File: src/rtl/sram_burst_ctrl.sv
// Burst read/write controller for the single-port synchronous SRAM.
// Read data returns through a 2-entry FIFO so the client can stall indefinitely.
module sram_burst_ctrl #(
  parameter int ADR  = 16,
  parameter int BITS = 32,
  parameter int LEN  = 8
) (
  input  logic            clk,
  input  logic            rst,
  input  logic            cmd_valid,
  output logic            cmd_ready,
  input  logic            cmd_wr,
  input  logic [ADR-1:0]  cmd_adr,
  input  logic [LEN-1:0]  cmd_len,
  input  logic            wd_valid,
  output logic            wd_ready,
  input  logic [BITS-1:0] wd_data,
  output logic            rd_valid,
  input  logic            rd_ready,
  output logic [BITS-1:0] rd_data,
  output logic            busy,
  output logic [ADR-1:0]  mem_adr,
  output logic [BITS-1:0] mem_in,
  output logic            mem_we,
  output logic            mem_oe,
  input  logic [BITS-1:0] mem_out
);

  // state   | meaning
  // S_IDLE  | waiting for a command
  // S_WRITE | accepting write beats, one SRAM write per beat
  // S_READ  | issuing SRAM reads while FIFO + in-flight <= 2
  // S_DRAIN | all reads issued, waiting for the FIFO to empty
  typedef enum logic [1:0] {S_IDLE, S_WRITE, S_READ, S_DRAIN} state_t;

  state_t          r_state;
  state_t          w_next;
  logic [ADR-1:0]  r_cur_adr;
  logic [LEN-1:0]  r_beats_left;
  logic            r_oe_q;
  logic [BITS-1:0] r_fifo [2];
  logic            r_rd_ptr;
  logic [1:0]      r_cnt;

  logic            w_push;
  logic            w_pop;
  logic [2:0]      w_occ;
  logic            w_issue;
  logic            w_wr_beat;
  logic            w_last;

  assign w_push    = r_oe_q;
  assign w_pop     = (r_cnt != 2'd0) && rd_ready;
  // Occupancy after this cycle's pop; issuing only while <= 1 caps outstanding words at 2.
  assign w_occ     = {1'b0, r_cnt} + {2'b00, r_oe_q} - {2'b00, w_pop};
  assign w_issue   = (r_state == S_READ) && (w_occ <= 3'd1);
  assign w_wr_beat = (r_state == S_WRITE) && wd_valid;
  assign w_last    = (r_beats_left == '0);

  always_ff @(posedge clk) begin
    if (rst) r_state <= S_IDLE;
    else     r_state <= w_next;
  end

  always_comb begin
    w_next = r_state;
    case (r_state)
      S_IDLE:  if (cmd_valid) w_next = cmd_wr ? S_WRITE : S_READ;
      S_WRITE: if (wd_valid && w_last) w_next = S_IDLE;
      S_READ:  if (w_issue && w_last) w_next = S_DRAIN;
      S_DRAIN: if ((r_cnt == 2'd0) && !r_oe_q) w_next = S_IDLE;
      default: w_next = S_IDLE;
    endcase
  end

  always_comb begin
    cmd_ready = (r_state == S_IDLE);
    wd_ready  = (r_state == S_WRITE);
    busy      = (r_state != S_IDLE);
    mem_we    = w_wr_beat;
    mem_oe    = w_issue;
    mem_in    = '0;
    if (r_state == S_WRITE) mem_in = wd_data;
    rd_valid  = (r_cnt != 2'd0);
    rd_data   = '0;
    if (r_cnt != 2'd0) rd_data = r_fifo[r_rd_ptr];
  end

  assign mem_adr = r_cur_adr;

  always_ff @(posedge clk) begin
    if (rst) begin
      r_cur_adr    <= '0;
      r_beats_left <= '0;
      r_oe_q       <= 1'b0;
      r_rd_ptr     <= 1'b0;
      r_cnt        <= 2'd0;
      for (int i = 0; i < 2; i++) r_fifo[i] <= '0;
    end else begin
      r_oe_q <= w_issue;
      if ((r_state == S_IDLE) && cmd_valid) begin
        r_cur_adr    <= cmd_adr;
        r_beats_left <= cmd_len;
      end else if (w_wr_beat || w_issue) begin
        r_cur_adr    <= r_cur_adr + 1'b1;
        r_beats_left <= r_beats_left - 1'b1;
      end
      if (w_push) r_fifo[r_rd_ptr ^ r_cnt[0]] <= mem_out;
      if (w_pop)  r_rd_ptr <= ~r_rd_ptr;
      case ({w_push, w_pop})
        2'b10:   r_cnt <= r_cnt + 2'd1;
        2'b01:   r_cnt <= r_cnt - 2'd1;
        default: r_cnt <= r_cnt;
      endcase
    end
  end

endmodule

File: config.mk
export PLATFORM = sky130hd
export DESIGN_NAME = sram_burst_ctrl
export DESIGN_NICKNAME = d
export VERILOG_FILES = /design/src/rtl/sram_burst_ctrl.sv
export SDC_FILE = /design/constraint.sdc
export NUM_CORES = 1
export LEC_CHECK = 0
export ABC_AREA = 1
export BUFFER_PORTS_ARGS = -buffer_cell sky130_fd_sc_hd__buf_2
export CORE_ASPECT_RATIO = 1.1
export CORE_UTILIZATION = 54
export CTS_CLUSTER_SIZE = 28
export DETAILED_ROUTE_END_ITERATION = 12
export GPL_TIMING_DRIVEN = 0
export PLACE_DENSITY = 0.94
export SYNTH_ARGS = -nofsm -noshare
export SYNTH_HDL_FRONTEND = slang
export SYNTH_SLANG_ARGS = --single-unit
File: constraint.sdc
create_clock -name clk -period 4.28 [get_ports clk]
set_clock_uncertainty 0.1 [all_clocks]
set_input_delay 0.428 -clock clk [delete_from_list [all_inputs] [get_ports clk]]
set_output_delay 0.428 -clock clk [all_outputs]
set_load 0.005 [all_outputs]
=== Word-level counts from Yosys, hierarchy flattened ===
Memory sizes are Yosys's and may differ from the RTL's. A register that Yosys moved wholly into a read port is not among the register bits.
Index checks and enable logic that the tools add are counted.

* Add/sub/neg operators: 6
* Multiply operators: 0
* Div/mod/pow operators: 0
* Magnitude comparators: 1
* Equal/unequal tests: 9
* Shift-type cells: 0
* Mux-type cells: 23
* Bitwise gates (word level): 2
* Reduce and logical (&&, ||, !) cells: 18

{| class="wikitable"
|+ Operators by type and width
! cell !! number
|-
| $mux 32 || 3
|-
| $mux 16 || 2
|-
| $reduce_or 32->1 || 1
|-
| $add 16x1->16 const B || 1
|-
| $mux 8 || 2
|-
| $mux 2 || 5
|-
| $mux 1 || 9
|-
| $logic_not 8->1 || 1
|-
| $pmux 2 s4 || 1
|-
| $reduce_bool 2->1 || 4
|-
| $sub 8x1->8 const B || 1
|-
| $logic_and 1x1->1 || 7
|-
| $eq 2x2->1 const B || 3
|-
| $eq 2x1->1 const B || 2
|-
| $logic_not 2->1 || 2
|-
| $ne 2x1->1 const B || 2
|-
| $ne 2x2->1 const B || 2
|-
| $pmux 2 s2 || 1
|-
| $reduce_and 4->1 || 1
|-
| $add 2x1->3 || 1
|-
| $le 3x1->1 const B || 1
|-
| $sub 3x1->3 || 1
|-
| $add 2x1->2 const B || 1
|-
| $sub 2x1->2 const B || 1
|-
| other kinds (4) || 4
|}

* Bits in registers: 30
* Bits in latches: 0
* RAM bits: 64
* Bits in read-only memories: 0
* Bits of input ports: 94
* Output and inout bits: 86
* Word-level logic and storage cells: 66
* Memories kept: 1

{| class="wikitable"
|+ Memory list
! name !! depth !! width !! read ports !! clocked after memory_dff !! wr ports !! line !! source
|-
| r_fifo || 2 || 32 || 1 || 1 || 2 || 41 || <nowiki>logic [BITS-1:0] r_fifo [2];</nowiki>
|}

=== Logic depth before layout (Yosys ltp) ===
* Depth after elaboration: 8
* Mapped depth: 17

=== Worst setup path before layout ===
No wires, ideal clock.

* Path kind: flip-flop to flip-flop
* From: register r_cnt[1]
* To: register r_cur_adr[8], in the netlist mem_adr[8]
* Setup time: 0.115 ns
* Arrival: 2.291 ns
* Slack: 1.775 ns
* Stages on the path, launching flop included: 18
* Buffers on the path: 1
* Period minus slack after synthesis: 2.505 ns
* Cell sequence: dfxtp_1 > inv_1 > nand2_1 > nand2_1 > inv_1 > nand2_1 > o21ai_0 > ha_1 > inv_1 > fa_1 > inv_1 > nor2_1 > nand2_4 > nand3_4 > buf_6 > nand2_1 > a21oi_1 > nor2_1

* Longest elaborated chain between the ends: 7
* Elaborated cells between the ends (all ways): 8
* Classes of those cells: 2 x add/sub; 1 x order compare; 5 x reduce/logical

{| class="wikitable"
|+ RTL lines
! what !! line !! source
|-
| start: declaration || 43 || <nowiki>logic [1:0] r_cnt;</nowiki>
|-
| start signal: assignment || 111 || <nowiki>2'b10: r_cnt <= r_cnt + 2'd1;</nowiki>
|-
| start signal: assignment || 112 || <nowiki>2'b01: r_cnt <= r_cnt - 2'd1;</nowiki>
|-
| start signal: assignment || 113 || <nowiki>default: r_cnt <= r_cnt;</nowiki>
|-
| $reduce_bool 2->1 || n/a ||
|-
| named net rd_valid || 18 || <nowiki>output logic rd_valid,</nowiki>
|-
| $logic_and 1x1->1 || 53 || <nowiki>assign w_pop = (r_cnt != 2'd0) && rd_ready;</nowiki>
|-
| $sub 3x1->3 || 55 || <nowiki>assign w_occ = {1'b0, r_cnt} + {2'b00, r_oe_q} - {2'b00, w_pop};</nowiki>
|-
| $le 3x1->1 || 56 || <nowiki>assign w_issue = (r_state == S_READ) && (w_occ <= 3'd1);</nowiki>
|-
| $logic_and 1x1->1 || 56 ||
|-
| $logic_or 1x1->1 || 104 || <nowiki>end else if (w_wr_beat || w_issue) begin</nowiki>
|-
| $reduce_bool 2->1 (no line) || n/a ||
|-
| end signal: assignment || 102 || <nowiki>r_cur_adr <= cmd_adr;</nowiki>
|-
| end signal: assignment || 105 || <nowiki>r_cur_adr <= r_cur_adr + 1'b1;</nowiki>
|-
| end: declaration || 38 || <nowiki>logic [ADR-1:0] r_cur_adr;</nowiki>
|}

The timed path passes the listed nets, and every way through them passes these cells.
A chain may end at the register's enable or synchronous reset.

=== Worst setup path after layout ===
* From: register r_cnt[0]
* To: output port mem_oe

* Longest elaborated chain between the ends: 5
* Elaborated cells between the ends (all ways): 6
* Classes of those cells: 2 x add/sub; 1 x order compare; 3 x reduce/logical

{| class="wikitable"
|+ RTL lines
! what !! line !! source
|-
| parallel branches: the longest is 2 deep, another holds $add 2x1->3 || n/a ||
|-
| $sub 3x1->3 * || 55 ||
|-
| $le 3x1->1 * || 56 ||
|-
| $logic_and 1x1->1 * || 56 ||
|-
| end: declaration || 25 || <nowiki>output logic mem_oe,</nowiki>
|}

Mark *: on every way between the ends.

==> reports/results.ini <==
[final_layout]
drive_gt1_frac = 0.2607
fill_cells = 718
nets = 960
synthToLayoutAreaGrowth_pct = 24.63
final_cell_mix = 187 x buf_2, 148 x nand2_1, 135 x nor2_1
final_common_cell = buf_2
n_antenna_cell = 0

[yosys]
yosys_warnings = 0
synth_fp_nets = 770
synthSimpleGateAreaFrac = 0.2746
synth_area_per_cell_sq_um = 7.613
synth-compound-area-share = 0.09122
yosysSeqAreaShare = 0.4969
synth_cell_types = 37
synthMuxAreaShare = 0.003913
synth_xor_area_frac = 0.01198
syn_inst = 672
synth_area_sq_mm = 0.005116
synthAdderAreaFrac = 0.01125
synth_top_family_by_area = simple AND/OR/NAND/NOR gates
ys_ff_latch = 95

[floorplanning]
io_pins = 180
start_util = 0.5679
fp.dieArea_sq_mm = 0.009868
core_sq_mm = 0.009009
rows = 36
die_h_microns = 104.1
die_w_microns = 94.81

[setup_path]
rrSetupSlack_ns = 1.38
cp_max_fo = 6
cp-start-kind = flop
crit_type = reg2out
critPathCaptureType = primary output
worst_ep_arrival_time_ns = 2.71
crit_required_ns = 3.75

[route]
vias = 5020
ant_nets = 0
wl_mm = 13.38
drt_iter0_markers = 346
dr.pass1.iters = 5
routedWlPerCell_microns = 13.64
vias_per_cell = 5.117
drc = 0

[grt]
grt_pass1_wl_mm = 20.85
grt_max_degree = 33
antenna_found_initial = 0
grt_pass1_vias = 4588
track_usage = 0.2754
grt-ovfl-total = 0

[sta]
worst_slack_ns = 1.039
setup_viol = 0
relSlewSlack = 0.4820
worst-slew-pin-transition_ns = 0.7743
tns_ns = 0
period_minus_slack_ns = 3.241
rsz0062_at_grt = no
fmax_ghz = 0.3085
finalHoldViolCount = 0
fin_crit_sh = 0.7573
report.final.slew_viol_count = 0

[pwr]
power.density_mw_per_mm2 = 459.0
p_leak_nw = 3.277
vdd_drop_max_uv = 271.9

[clock_tree]
clk_pin_slew_worst_paths_ns = 0.10
h-tree-depth = 3
cts_resized = 0
cts_made_buffers = 9
cts_tree = yes
clockBufferDepth = 2
cts_hold_buffers = 0
root_buffer = clkbuf_8
clock_sinks = 95
post_cts_buffers = 0
worstSkewPairLatency_ns = 0.37

[run]
maxCapViolCount = 0

[hold_path]
hold_class = in2reg

[placed_design]
place_ws_ns = 1.253
dp_hpwl_mm = 9.956
place.gp.congestion = 0.9456
io_buffers = 178

[status]
status = completed

synth_stat cells:
master,number,area [sq um]
clkbuf_1,15,56.30
dfxtp_1,31,620.6
a21boi_0,1,7.510
a211oi_1,2,15.01
o211ai_1,2,15.01
or2_2,4,25.02
o211ai_2,1,12.51
nand3b_1,3,22.52
xnor2_1,3,26.28
mux2i_1,2,20.02
fa_1,1,20.02
a21oi_1,55,275.3
nor2_2,2,12.51
o21ai_1,5,25.02
buf_4,3,22.52
o211a_1,3,30.03
a21boi_1,1,7.510
a21oi_2,1,8.760
nand3_4,1,17.52
inv_2,3,11.26
nand2_4,1,11.26
nand2_2,3,18.77
or2_0,5,31.28
nand4_1,6,37.54
nand3_1,25,125.1
nor3_1,5,25.02
ha_1,3,37.54
o21ai_0,14,70.07
clkinv_1,1,3.750
and2_1,2,12.51
nand2_1,149,559.3
nor2_1,135,506.7
edfxtp_1,64,1922
buf_2,9,45.04
buf_6,3,33.78
xor2_1,4,35.03
inv_1,104,390.4
cell families (layout without fill, tap and decap cells):
family	Yosys count	count (layout)
AO/OA/AOI/OAI	85	85
XOR/XNOR	7	7
adder cells (fa/ha/maj)	4	4
buffers and inverters	138	333
flip-flops	95	95
multiplexers	2	2
AND/OR/NAND/NOR	341	341
flip-flops by register name, summed over array words and instances, names as in the netlist, named ones only:
signal        cells
r_oe_q            1
r_beats_left      8
r_cnt             2
mem_adr          16
r_rd_ptr          1
r_state           2
r_fifo           64
layout make-up:
type / instances / area [sq um] / area share
plain buffers: 30 / 157.7 / 0.02473
clock buffers: 10 / 127.6 / 0.02002
well taps: 114 / 142.6 / 0.02237
repair buffers: 179 / 918.4 / 0.1440
multi-input cells: 439 / 2013 / 0.3157
flip-flops and latches: 95 / 2542 / 0.3987
inverters: 108 / 405.4 / 0.06358
clock inverters: 6 / 68.82 / 0.01079
critical path, cell delays in order, from the launching register on:
cell     delay [ns]
dfxtp_1        0.41
inv_1          0.09
nand2_1        0.19
nand2_1        0.11
inv_1          0.15
nand2_1        0.08
o21ai_0        0.09
ha_1           0.18
inv_1          0.05
fa_1           0.48
inv_1          0.04
nor2_1         0.17
nand2_4        0.10
inv_1          0.09
buf_2          0.12
final timing paths:
check,from,to,depth (start not counted)
setup reg to reg,r_cnt[0],mem_adr[0],17
setup / recovery,r_cnt[0],mem_oe,14
hold reg to reg,r_beats_left[0],r_beats_left[0],2
hold / removal,rst,mem_adr[13],2
metrics by stage:
step / hold WS [ns] / cell area (sq um) / total power, W / utilization / instances
global placement: 0.3701 / 6150 / 0.002288 / 0.6826 / 964
CTS: 0.1958 / 6346 / 0.002924 / 0.7044 / 980
detailed placement: 0.3726 / 6150 / 0.002334 / 0.6826 / 964
floorplan: 0.3489 / 5116 / 0.001923 / - / 672
finish: 0.2084 / 6376 / 0.002926 / 0.7078 / 981
global route: 0.2368 / 6376 / 0.003118 / 0.7078 / 981
layer usage:
metal,wire length (microns),track usage,vias up
met5,0,0,-
met4,256,0.1212,0
met3,1178,0.05336,23
met2,6989,0.4830,248
met1,4959,0.3197,2272
li1,-,-,2477
power breakdown:
part / leakage, nW / switching [W] / internal [W]
combinational: 2.26 / 0.000684 / 0.000430
clock: 0.0973 / 0.000325 / 0.000275
sequential: 0.917 / 0.000111 / 0.00110
total: 3.28 / 0.00112 / 0.00181
Note: power is estimated with default switching activity, not from simulation.
